--- src/rtl/iomem_gpio.sv ---
// iomem_gpio: parametrised GPIO peripheral on the picosoc iomem bus.
// Registers: OUT, OE, IN (synchronised pins), IRQ_EN, EDGE, STATUS (W1C).
// Optional macro IOMEM_GPIO_SET_CLR_EN adds write-only OUT_SET (0x18) and
// OUT_CLR (0x1C); without it those offsets behave as unmapped.
module iomem_gpio #(
  parameter int unsigned WIDTH       = 8,
  parameter logic [7:0]  BASE        = 8'h03,
  parameter int unsigned SYNC_STAGES = 2
) (
  input  logic              clk,
  input  logic              resetn,
  input  logic              iomem_valid,
  output logic              iomem_ready,
  input  logic [3:0]        iomem_wstrb,
  input  logic [31:0]       iomem_addr,
  input  logic [31:0]       iomem_wdata,
  output logic [31:0]       iomem_rdata,
  input  logic [WIDTH-1:0]  gpio_i,
  output logic [WIDTH-1:0]  gpio_o,
  output logic [WIDTH-1:0]  gpio_oe,
  output logic              irq
);

  localparam logic [2:0] SEL_OUT    = 3'd0;
  localparam logic [2:0] SEL_OE     = 3'd1;
  localparam logic [2:0] SEL_IN     = 3'd2;
  localparam logic [2:0] SEL_IRQ_EN = 3'd3;
  localparam logic [2:0] SEL_EDGE   = 3'd4;
  localparam logic [2:0] SEL_STATUS = 3'd5;
`ifdef IOMEM_GPIO_SET_CLR_EN
  localparam logic [2:0] SEL_SET    = 3'd6;
  localparam logic [2:0] SEL_CLR    = 3'd7;
`endif

  logic             ready_q, ready_d;
  logic [31:0]      rdata_q, rdata_d;
  logic [WIDTH-1:0] out_q, out_d;
  logic [WIDTH-1:0] oe_q, oe_d;
  logic [WIDTH-1:0] irq_en_q, irq_en_d;
  logic [WIDTH-1:0] edge_q, edge_d;
  logic [WIDTH-1:0] status_q, status_d;
  logic [WIDTH-1:0] prev_q, prev_d;
  logic             irq_q, irq_d;
  logic [WIDTH-1:0] sync_q [SYNC_STAGES];
  logic [WIDTH-1:0] sync_d [SYNC_STAGES];

  logic             hit, we;
  logic [2:0]       sel;
  logic [WIDTH-1:0] wmask, wval, sync_v, ev, w1c, rd_val;
  logic             unused_bits;

  // Address bits below the register select and the window offset are don't-care.
  assign unused_bits = ^{iomem_addr[23:5], iomem_addr[1:0], iomem_wdata};

  // Bus decode and per-bit byte-strobe mask.
  always_comb begin
    hit    = iomem_valid && !ready_q && (iomem_addr[31:24] == BASE);
    we     = hit && (iomem_wstrb != 4'h0);
    sel    = iomem_addr[4:2];
    wmask  = '0;
    for (int i = 0; i < int'(WIDTH); i++) begin
      wmask[i] = iomem_wstrb[i / 8];
    end
    wval   = iomem_wdata[WIDTH-1:0] & wmask;
    sync_v = sync_q[SYNC_STAGES-1];
  end

  // Input synchroniser chain and edge detection.
  always_comb begin
    sync_d[0] = gpio_i;
    for (int s = 1; s < int'(SYNC_STAGES); s++) begin
      sync_d[s] = sync_q[s-1];
    end
    prev_d = sync_v;
    for (int i = 0; i < int'(WIDTH); i++) begin
      ev[i] = edge_q[i] ? (!sync_v[i] && prev_q[i]) : (sync_v[i] && !prev_q[i]);
    end
  end

  // Read mux: returns register contents prior to any write in this access.
  always_comb begin
    rd_val = '0;
    case (sel)
      SEL_OUT:    rd_val = out_q;
      SEL_OE:     rd_val = oe_q;
      SEL_IN:     rd_val = sync_v;
      SEL_IRQ_EN: rd_val = irq_en_q;
      SEL_EDGE:   rd_val = edge_q;
      SEL_STATUS: rd_val = status_q;
      default:    rd_val = '0;
    endcase
  end

  // Next-state for handshake, registers, status and interrupt.
  always_comb begin
    ready_d  = hit;
    rdata_d  = hit ? 32'(rd_val) : rdata_q;
    out_d    = out_q;
    oe_d     = oe_q;
    irq_en_d = irq_en_q;
    edge_d   = edge_q;
    w1c      = '0;
    if (we) begin
      case (sel)
        SEL_OUT:    out_d    = (out_q    & ~wmask) | wval;
        SEL_OE:     oe_d     = (oe_q     & ~wmask) | wval;
        SEL_IRQ_EN: irq_en_d = (irq_en_q & ~wmask) | wval;
        SEL_EDGE:   edge_d   = (edge_q   & ~wmask) | wval;
        SEL_STATUS: w1c      = wval;
`ifdef IOMEM_GPIO_SET_CLR_EN
        SEL_SET:    out_d    = out_q | wval;
        SEL_CLR:    out_d    = out_q & ~wval;
`endif
        default:    ;
      endcase
    end
    // A new event outranks a clear landing in the same cycle.
    status_d = (status_q & ~w1c) | ev;
    irq_d    = |(status_q & irq_en_q);
  end

  // State registers with asynchronous active-low reset.
  always_ff @(posedge clk or negedge resetn) begin
    if (!resetn) begin
      ready_q  <= 1'b0;
      rdata_q  <= '0;
      out_q    <= '0;
      oe_q     <= '0;
      irq_en_q <= '0;
      edge_q   <= '0;
      status_q <= '0;
      prev_q   <= '0;
      irq_q    <= 1'b0;
      for (int s = 0; s < int'(SYNC_STAGES); s++) begin
        sync_q[s] <= '0;
      end
    end else begin
      ready_q  <= ready_d;
      rdata_q  <= rdata_d;
      out_q    <= out_d;
      oe_q     <= oe_d;
      irq_en_q <= irq_en_d;
      edge_q   <= edge_d;
      status_q <= status_d;
      prev_q   <= prev_d;
      irq_q    <= irq_d;
      for (int s = 0; s < int'(SYNC_STAGES); s++) begin
        sync_q[s] <= sync_d[s];
      end
    end
  end

  assign iomem_ready = ready_q;
  assign iomem_rdata = rdata_q;
  assign gpio_o      = out_q;
  assign gpio_oe     = oe_q;
  assign irq         = irq_q;

endmodule

--- config.mk ---
export PLATFORM = sky130hd
export DESIGN_NAME = iomem_gpio
export DESIGN_NICKNAME = d
export VERILOG_FILES = /design/src/rtl/iomem_gpio.sv
export SDC_FILE = /design/constraint.sdc
export NUM_CORES = 1
export LEC_CHECK = 0
export ABC_AREA = 1
export CAP_MARGIN = 20
export CELL_PAD_IN_SITES_DETAIL_PLACEMENT = 1
export CELL_PAD_IN_SITES_GLOBAL_PLACEMENT = 1
export CORE_ASPECT_RATIO = 0.5
export CORE_UTILIZATION = 32
export DETAILED_ROUTE_END_ITERATION = 10
export PLACE_DENSITY = 0.82
export SYNTH_ARGS = -nofsm -noshare
export SYNTH_HDL_FRONTEND = slang
export SYNTH_SLANG_ARGS = --single-unit
--- constraint.sdc ---
create_clock -name clk -period 1.4 [get_ports clk]
set_input_delay 0.28 -clock clk [delete_from_list [all_inputs] [get_ports clk]]
set_output_delay 0.28 -clock clk [all_outputs]
set_load 0.02 [all_outputs]
==> impl.org, run 1 <==
** Setup path
- Counting stages on the worst path, the most repeated cell is sky130_fd_sc_hd__nand2_1.
- The number of buffers and inverters on the critical path is 2.
- CP peak stage delay :: 0.38 ns
- Largest driver fanout on the critical path :: 8
- The cell family contributing the most delay on the critical path is simple AND/OR/NAND/NOR gates.
- Data on the critical path is required at its endpoint by 1.63 ns.
- The critical path goes through nor2_2 > nand3_2 > nor2_4 > buf_12 > buf_6 > nand3_4 > nand2_1 > nand2_1.
- Crit Path Category :: reg -> reg
- Critical path startpoint category :: flip-flop
- Critical path's slowest cell :: sky130_fd_sc_hd__dfrtp_1
- Data arrives at the worst endpoint at 1.65 ns.
- STA classifies the critical path endpoint as a flip-flop.

** Detailed routing
- Routed Wire Length :: 13200 um
- Antenna viol nets, final :: 0
- After detailed routing, the average wire length per cell comes to 17.8 um.
- In this run, the number of DRC markers left after iteration 0 of detailed routing was 275.
- DRC violation count after routing :: 0
- The first detailed-routing pass took 5 iterations.
- After detailed routing, the number of vias per cell comes to 5.10.
- Detailed routing inserted a total of 3765 vias.

** Clock network
- After clock tree synthesis, the clock-pin slew on the worst setup and hold paths is 0.06 ns.
- For this design, the sink count on the clock tree is 74.
- TritonCTS created 9 clock buffers.
- Worst-skew pair later-pin latency :: 0.34 ns
- The cell sitting at the root of the clock tree is a sky130_fd_sc_hd__clkbuf_16.
- The clock passes through at most 2 buffers.
- In this run the number of H-tree levels came out at 3.
- TritonCTS built the clock tree.

** Pwr
- Power dissipated by switching net loads :: 1260 uW
- Portion of total power attributed to the clock network :: 0.424
- Cell internal power was estimated by the tool at 3580 uW.
- Power spread over the standard cell area amounts to 935 nW/um2.
- Power comes to 4840 uW.
- Of the total power, the share spent switching nets is 0.260.
- The share of total power dissipated in sequential elements is 0.457.
- Across the VDD grid, the largest voltage drop is 0.453 mV.
- Pleak :: 0.00268 uW
- The share of total power dissipated in combinational logic is 0.119.

** Synth
- Of the total synthesized cell area, the portion taken by XOR and XNOR cells is 0.
- The most used flip-flop cell after synthesis is sky130_fd_sc_hd__dfrtp_1.
- The largest total area in the synthesized netlist belongs to sky130_fd_sc_hd__dfrtp_1.
- Combinational family with the most area after synthesis :: simple AND/OR/NAND/NOR gates
- Yosys printed 0 warnings.
- Of the post-synthesis cell area, the part taken by muxes is 0.
- Of the total synthesized cell area, the portion taken by AND, OR, NAND and NOR gates is 0.384.
- Adder-cell share of the synthesized area :: 0
- For this run, asynchronously set or reset flops after synthesis account for 1.00.
- Post-Synthesis Mean Instance Area :: 7.91 um2
- The share of the Yosys chip area taken by registers is 0.494.
- Synthesis inferred 74 register bits.
- The compound-cell area share of the yosys netlist is 0.0107.
- The share of synthesized area in the top cell type comes to 0.494.
- Ranked by total cell area, the synthesized netlist is headed by sky130_fd_sc_hd__dfrtp_1 49%, sky130_fd_sc_hd__nand2_1 18%, sky130_fd_sc_hd__nand4_1 8.0%, sky130_fd_sc_hd__buf_4 6.2%, sky130_fd_sc_hd__nand3_1 4.5%.
- Synth unique cells :: 19
- Counting flops with a built-in enable in the synthesized netlist gives 0.
- Most used standard cells in the synthesized netlist :: 179 x sky130_fd_sc_hd__nand2_1, 74 x sky130_fd_sc_hd__dfrtp_1, 48 x sky130_fd_sc_hd__nand4_1, 38 x sky130_fd_sc_hd__nor2_1, 34 x sky130_fd_sc_hd__nand3_1
- Netlist area before placement :: 3750 um2
- Counting every instance in the synthesized netlist gives 474.
- In the post-synthesis netlist, the cell with the most instances is sky130_fd_sc_hd__nand2_1.

** Floorplanning
- From left edge to right edge, the die measures 155 um.
- Initial standard-cell utilization of the core :: 0.334
- For this design the top-level I/O count stands at 129.
- The initialized floorplan defines 27 standard-cell rows.
- The floorplan step defined a die boundary enclosing 12200 um2.
- The core region is 11200 um2.
- From bottom edge to top edge, the die measures 78.6 um.

** Outcome
- The checks that failed: negative setup slack.
- The run finished, with violations left.

** Timing
- Hold Fails Final Rpt :: 0
- Achievable Freq :: 703 MHz
- Worst hold-check slack :: 0.348 ns
- Post-route clock period utilization :: 1.02
- Worst path setup slack after routing :: -0.0218 ns
- Final worst path period need :: 1.42 ns
- Final Slew Violations :: 0
- Setup repair after global routing missed its margin :: yes
- Setup violations remaining at the end of the flow were counted as 5.
- For the final database, setup skew stands at 0.00582 ns.

** Finish
- Layout cell share with drive strength beyond 1 :: 0.178
- The final layout contains 654 nets.
- The number of antenna diodes in the final layout is 0.
- Measured on the finished design, the core utilization comes to 0.461.
- Area growth syn-to-layout :: 38.0%

** Run
- The tool flagged a number of max-cap violations equal to 0.

** Place
- The wire-length estimate of the detail-placed layout is 8570 um.
- I/O Buffers :: 59
- OpenSTA, run right after detailed placement, puts the worst setup slack at -0.574 ns.
- At the end of routability-driven placement, the weighted congestion stood at 0.855.

** GRT
- Gr usage total :: 0.225
- Via count of the first global-routing pass :: 3868
- Entering global routing, the biggest net connects 28 pins.
- Initial antenna violation count :: 0
- The first global-routing pass estimated 20700 um of wire.
- Global-route congestion overflow total :: 0

** Min path
- The min-delay analysis places its worst path in the category reg -> reg.
## per-stage QoR
stage | area (um2) | TNS, ns | cells
after detailed placement | 4710 | -24.38 | 710
after floorplan | 3840 | 0 | 497
after global routing | 5170 | -1.30 | 738
final | 5170 | -0.0401 | 738
after global placement | 4710 | -21.76 | 710
after CTS | 5100 | -0.0281 | 735
## final cells by class
type / count / area [um2]
clock buffer: 11 / 233
inverter: 35 / 131
timing repair buffer: 109 / 1090
sequential: 74 / 1850
tap: 159 / 199
fill: 1363 / 6040
clock inverter: 4 / 20.0
multi-input combinational: 346 / 1650
## metal layers
metal	wire length, um	GRT usage
met5	0	0
met4	303	0.0871
met1	5500	0.285
met3	913	0.0453
met2	6450	0.381
## cell usage in the layout (no fill, tap or decap)
cell / count
sky130_fd_sc_hd__nor2_2: 6
sky130_fd_sc_hd__nand3b_2: 1
sky130_fd_sc_hd__buf_12: 7
sky130_fd_sc_hd__buf_4: 35
sky130_fd_sc_hd__o21ai_0: 8
sky130_fd_sc_hd__nand4_1: 48
sky130_fd_sc_hd__buf_16: 2
sky130_fd_sc_hd__conb_1: 24
sky130_fd_sc_hd__nand2_1: 168
sky130_fd_sc_hd__nand3_4: 3
sky130_fd_sc_hd__or2_2: 1
sky130_fd_sc_hd__nand2_2: 11
sky130_fd_sc_hd__buf_6: 4
sky130_fd_sc_hd__clkbuf_16: 10
sky130_fd_sc_hd__dlygate4sd2_1: 26
sky130_fd_sc_hd__nand3_2: 6
sky130_fd_sc_hd__nor3_4: 2
sky130_fd_sc_hd__clkbuf_1: 2
sky130_fd_sc_hd__nor2_4: 4
sky130_fd_sc_hd__inv_1: 32
sky130_fd_sc_hd__buf_8: 1
sky130_fd_sc_hd__clkdlybuf4s50_1: 24
sky130_fd_sc_hd__nand3_1: 31
sky130_fd_sc_hd__clkinv_2: 4
sky130_fd_sc_hd__dfrtp_1: 74
sky130_fd_sc_hd__buf_2: 1
sky130_fd_sc_hd__nor2_1: 33
sky130_fd_sc_hd__clkbuf_2: 2
sky130_fd_sc_hd__clkdlybuf4s15_1: 5
sky130_fd_sc_hd__inv_2: 3
sky130_fd_sc_hd__dlygate4sd3_1: 1
## power by group through the flow
stage	clock (uW)	sequential, uW	combinational [uW]
final	2050	2210	576
after global routing	2180	2220	616
after CTS	2090	2210	560
after detailed placement	0	2250	535
after global placement	0	2250	521
after floorplan	0	2250	274
## logic make-up (layout without fill, tap and decap cells)
logic type / count (synthesis) / count (layout)
flip-flops: 74 / 74
buffers and inverters: 77 / 159
AND/OR/NAND/NOR: 314 / 314
other: 1 / 24
AO/OA/AOI/OAI: 8 / 8
## worst reg2reg max path: stages (launching register included)
cell                      delay, ns
sky130_fd_sc_hd__dfrtp_1       0.38
sky130_fd_sc_hd__nor2_2        0.10
sky130_fd_sc_hd__nand3_2       0.10
sky130_fd_sc_hd__nor2_4        0.11
sky130_fd_sc_hd__buf_12        0.17
sky130_fd_sc_hd__buf_6         0.12
sky130_fd_sc_hd__nand3_4       0.15
sky130_fd_sc_hd__nand2_1       0.11
sky130_fd_sc_hd__nand2_1       0.07
## final timing paths
| kind | cells after the start | to | from | slack, ns |
|---|---|---|---|---|
| worst max-delay path | 8 | flip-flop | iomem_ready$_DFF_PN0_ | -0.02 |
| worst min-delay path | 0 | prev_d[0]$_DFF_PN0_ | sync_d[0]$_DFF_PN0_ | 0.35 |
| worst max register to register | 8 | flip-flop | iomem_ready$_DFF_PN0_ | -0.02 |
| worst min register to register | 0 | prev_d[0]$_DFF_PN0_ | sync_d[0]$_DFF_PN0_ | 0.35 |
| max in group asynchronous | 3 | iomem_rdata[7]$_DFFE_PN0P_ | resetn | 0.54 |
| min in group asynchronous | 2 | sync_d[3]$_DFF_PN0_ | resetn | 0.39 |
## what timing repair did
action | in CTS | in global routing
gates cloned | 1 | 1
resized for setup | 53 | 24
hold buffers | 1 | 0
pin swaps | 8 | 4
buffers inserted | 8 | 2
hold endpoints to repair | 22 | 0
endpoints found under the setup margin | 74 | 45
No activity file was read; power rests on OpenSTA's default activity.
==> inputs of run 2 (changes only) <==
- SLEW_MARGIN: default -> 20
==> results of run 2 <==
Same layout as run 1: the final DEF is identical, and so are final timing and power.
==> inputs of run 3 (changes only) <==
- CORE_ASPECT_RATIO: 0.5 -> 0.75
- CORE_MARGIN: default -> 8
==> run 3 against run 2 <==
The run still ends with negative setup slack left. Design area up 5.1%. Clock skew up 0.0050 ns. Total power up 5.7%. Clock-buffer cell count down 1. Non-clock buffer count up 14. Clock power up 12%. Fmax down 7.7%.
==> impl.org, run 3 (synthesis gave the netlist of run 1 again) <==
** Timing
- For the finished layout, the period the worst path requires is 1.54 ns.
- Setup violations remaining at the end of the flow were counted as 41.
- Based on the critical path, the design can be clocked at up to 649 MHz.
- Clock skew on the completed layout was measured at 0.0108 ns.
- After routing, the total negative slack on setup checks comes to -3.46 ns.
- Setup repair after global routing could not meet its margin everywhere.
- Hold Fails Final Rpt :: 0
- The max-slew violation total from the final report was 0.
- Worst path setup slack after routing :: -0.140 ns
- Dividing the final minimum period by the clock period gives 1.10.

** Pwr
- Dividing total power by cell area gives a power density of 941 nW/um2.
- Worst ir drop on vdd :: 0.618 mV
- Overall power :: 5120 uW
- Pleak :: 0.00278 uW

** Finish
- Summing all multi-input logic gate instances after layout gives 1750 um2.
- Relative to the synthesized area, the layout overhead comes to 45.0%.
- Most common library cell in the layout ignoring fill and taps :: sky130_fd_sc_hd__nand2_1
- Net count, final :: 668
- For this run, the share of the core covered by cells in the final layout is 0.472.
- The library cells used most frequently in the layout, excluding fill and tap cells, are 147 x sky130_fd_sc_hd__nand2_1, 74 x sky130_fd_sc_hd__dfrtp_1, 48 x sky130_fd_sc_hd__nand4_1.
- Sequential standard cell area :: 1850 um2
- Layout cell share with drive strength beyond 1 :: 0.246
- Count of filler cells inserted in the layout :: 1377
- Layout Cells excl Fill :: 757

** Setup path
- For the worst setup path, the data required time is 1.63 ns.
- Length in cells of the worst reg-to-reg path :: 8
- CP peak stage delay :: 0.40 ns
- Kind of end point of the critical path :: flip-flop
- Walking the worst path, the cells encountered are clkdlybuf4s50_1 > nor2_1 > nand2_1 > nor2_4 > buf_6 > buf_6 > nand3_4 > nand2_2 > nand2_1.
- Critical path's slowest cell :: sky130_fd_sc_hd__clkdlybuf4s50_1
- Crit Path Category :: in -> reg
- Data on the critical path arrives at its endpoint at 1.77 ns.
- Along the worst path, the maximum fanout reaches 8.
- Critical path startpoint category :: input pin

** Detailed routing
- Number of detailed-routing iterations run before antenna repair :: 4
- Once detail routing completed, the nets flagged for antenna violations numbered 0.
- For this run, design rule violations remaining after detail routing come to 0.
- Iteration-0 DRC count of the detailed router :: 209
- Dividing the detail-routed wire length by the instance count gives 19.9 um.
- Vias after detailed routing :: 3868
- Post-detailed-route via-to-cell ratio :: 5.11
- For this block, the routed nets add up to 15100 um of wire.

** Floorplanning
- Core Box Area :: 11500 um2
- The die covers 15500 um2.
- Std cell rows :: 34
- From bottom edge to top edge, the die measures 110 um.
- Initial standard-cell utilization of the core :: 0.325
- In this run the count of I/O pins placed on the die edge is 129.
- The die is 141 um wide.

** Place
- GPL Wtd Cong :: 0.908
- Final HPWL from detailed placement :: 9550 um
- Counting tap cells, the placed design contains a total of 723 instances.
- At the placement stage, the worst setup path has a slack of -0.493 ns.
- Input and output buffers added on the ports amount to 59.

** Clock network
- Root cell of the clock tree :: sky130_fd_sc_hd__clkbuf_16
- The later pin in the worst-skew pair is clocked with a latency of 0.34 ns.
- Clock-pin slew was measured on the worst setup and hold paths at 0.06 ns.
- CTS H-Tree Depth :: 3
- The clock net in this run drives a total of 74 sinks.
- Bufs on Longest Clock Path :: 2
- Clock tree from TritonCTS :: done
- TritonCTS created 9 clock buffers.

** Outcome
- Outcome :: complete, but fails checks
- Failing checks :: negative setup slack

** GRT
- Global-route congestion overflow total :: 0
- The number of global-route vias before repair is 4115.
- Gr usage total :: 0.189
- Global-route wire length before repair :: 22600 um
- The number of antenna violations at the first check in global routing was 0.
- Entering global routing, the biggest net connects 34 pins.

** Run
- Across the run, the number of max-cap violations was 0.

** Min path
- The worst hold path was traced through 0 stages.
- The min-delay analysis places its worst path in the category reg -> reg.
## run 3: cell types whose count changed in the layout (fill, tap and decap cells not counted), sizes merged
cell,delta
inv,+1
clkbuf,+3
clkdlybuf4s15,+3
clkinvlp,+1
buf,+14
diode,+1
clkinv,-1
dlymetal6s2s,+3
bufinv,+1
clkdlybuf4s50,-1
dlygate4sd2,-9
## run 3: worst paths after layout
path | from | endpoint | slack (ns)
max | iomem_addr[31] | flip-flop | -0.14
min | sync_d[7]$_DFF_PN0_ | prev_d[7]$_DFF_PN0_ | 0.35
max reg2reg | iomem_ready$_DFF_PN0_ | flip-flop | -0.09
min reg2reg | sync_d[7]$_DFF_PN0_ | prev_d[7]$_DFF_PN0_ | 0.35
max in group asynchronous | resetn | asynchronous set/reset pin | 0.44
min in group asynchronous | resetn | asynchronous set/reset pin | 0.43
## run 3: through the flow
| stage | hold WS, ns | cell area, um2 |
|---|---|---|
| after detailed placement | 0.240 | 4740 |
| after floorplan | -0.0156 | 3840 |
| final | 0.348 | 5440 |
| after CTS | 0.353 | 5290 |
| after global routing | 0.355 | 5440 |
| after global placement | 0.237 | 4740 |
## run 3: worst max-delay path, delay by kind of cell
kind	cells	cell delay (ns)
and+or+nand+nor	6	0.85
buffers and inverters	3	0.63
## run 3: what timing repair did
action,in CTS,in global routing
cloned,3,0
gates resized for setup,63,63
pin swaps,13,25
setup buffers,9,4
setup endpoints to repair,69,59
hold buffers,1,0
endpoints found under the hold margin,25,0
## run 3: report_power, final
| group | switching, uW | leakage [uW] | internal [uW] | total, uW |
|---|---|---|---|---|
| Sequential | 29.4 | 0.000936 | 2180 | 2210 |
| Combinational | 380 | 0.00170 | 228 | 608 |
| Clock | 914 | 0.000143 | 1380 | 2300 |
| Total | 1320 | 0.00278 | 3790 | 5120 |
## run 3: per-layer routing
| metal | part of all wire | GRT usage |
|---|---|---|
| met5 | 0 | 0 |
| met4 | 0.041 | 0.0757 |
| met3 | 0.068 | 0.0503 |
| met2 | 0.49 | 0.321 |
| met1 | 0.40 | 0.227 |
## run 3: area by class of cell
type,instances,share of cell area
repair buffers,123,0.221
multi-input cells,346,0.322
clock buffers,10,0.0421
clock inverters,6,0.0120
inverters,35,0.0246
flip-flops and latches,74,0.340
diodes,1,0.000460
well taps,162,0.0373
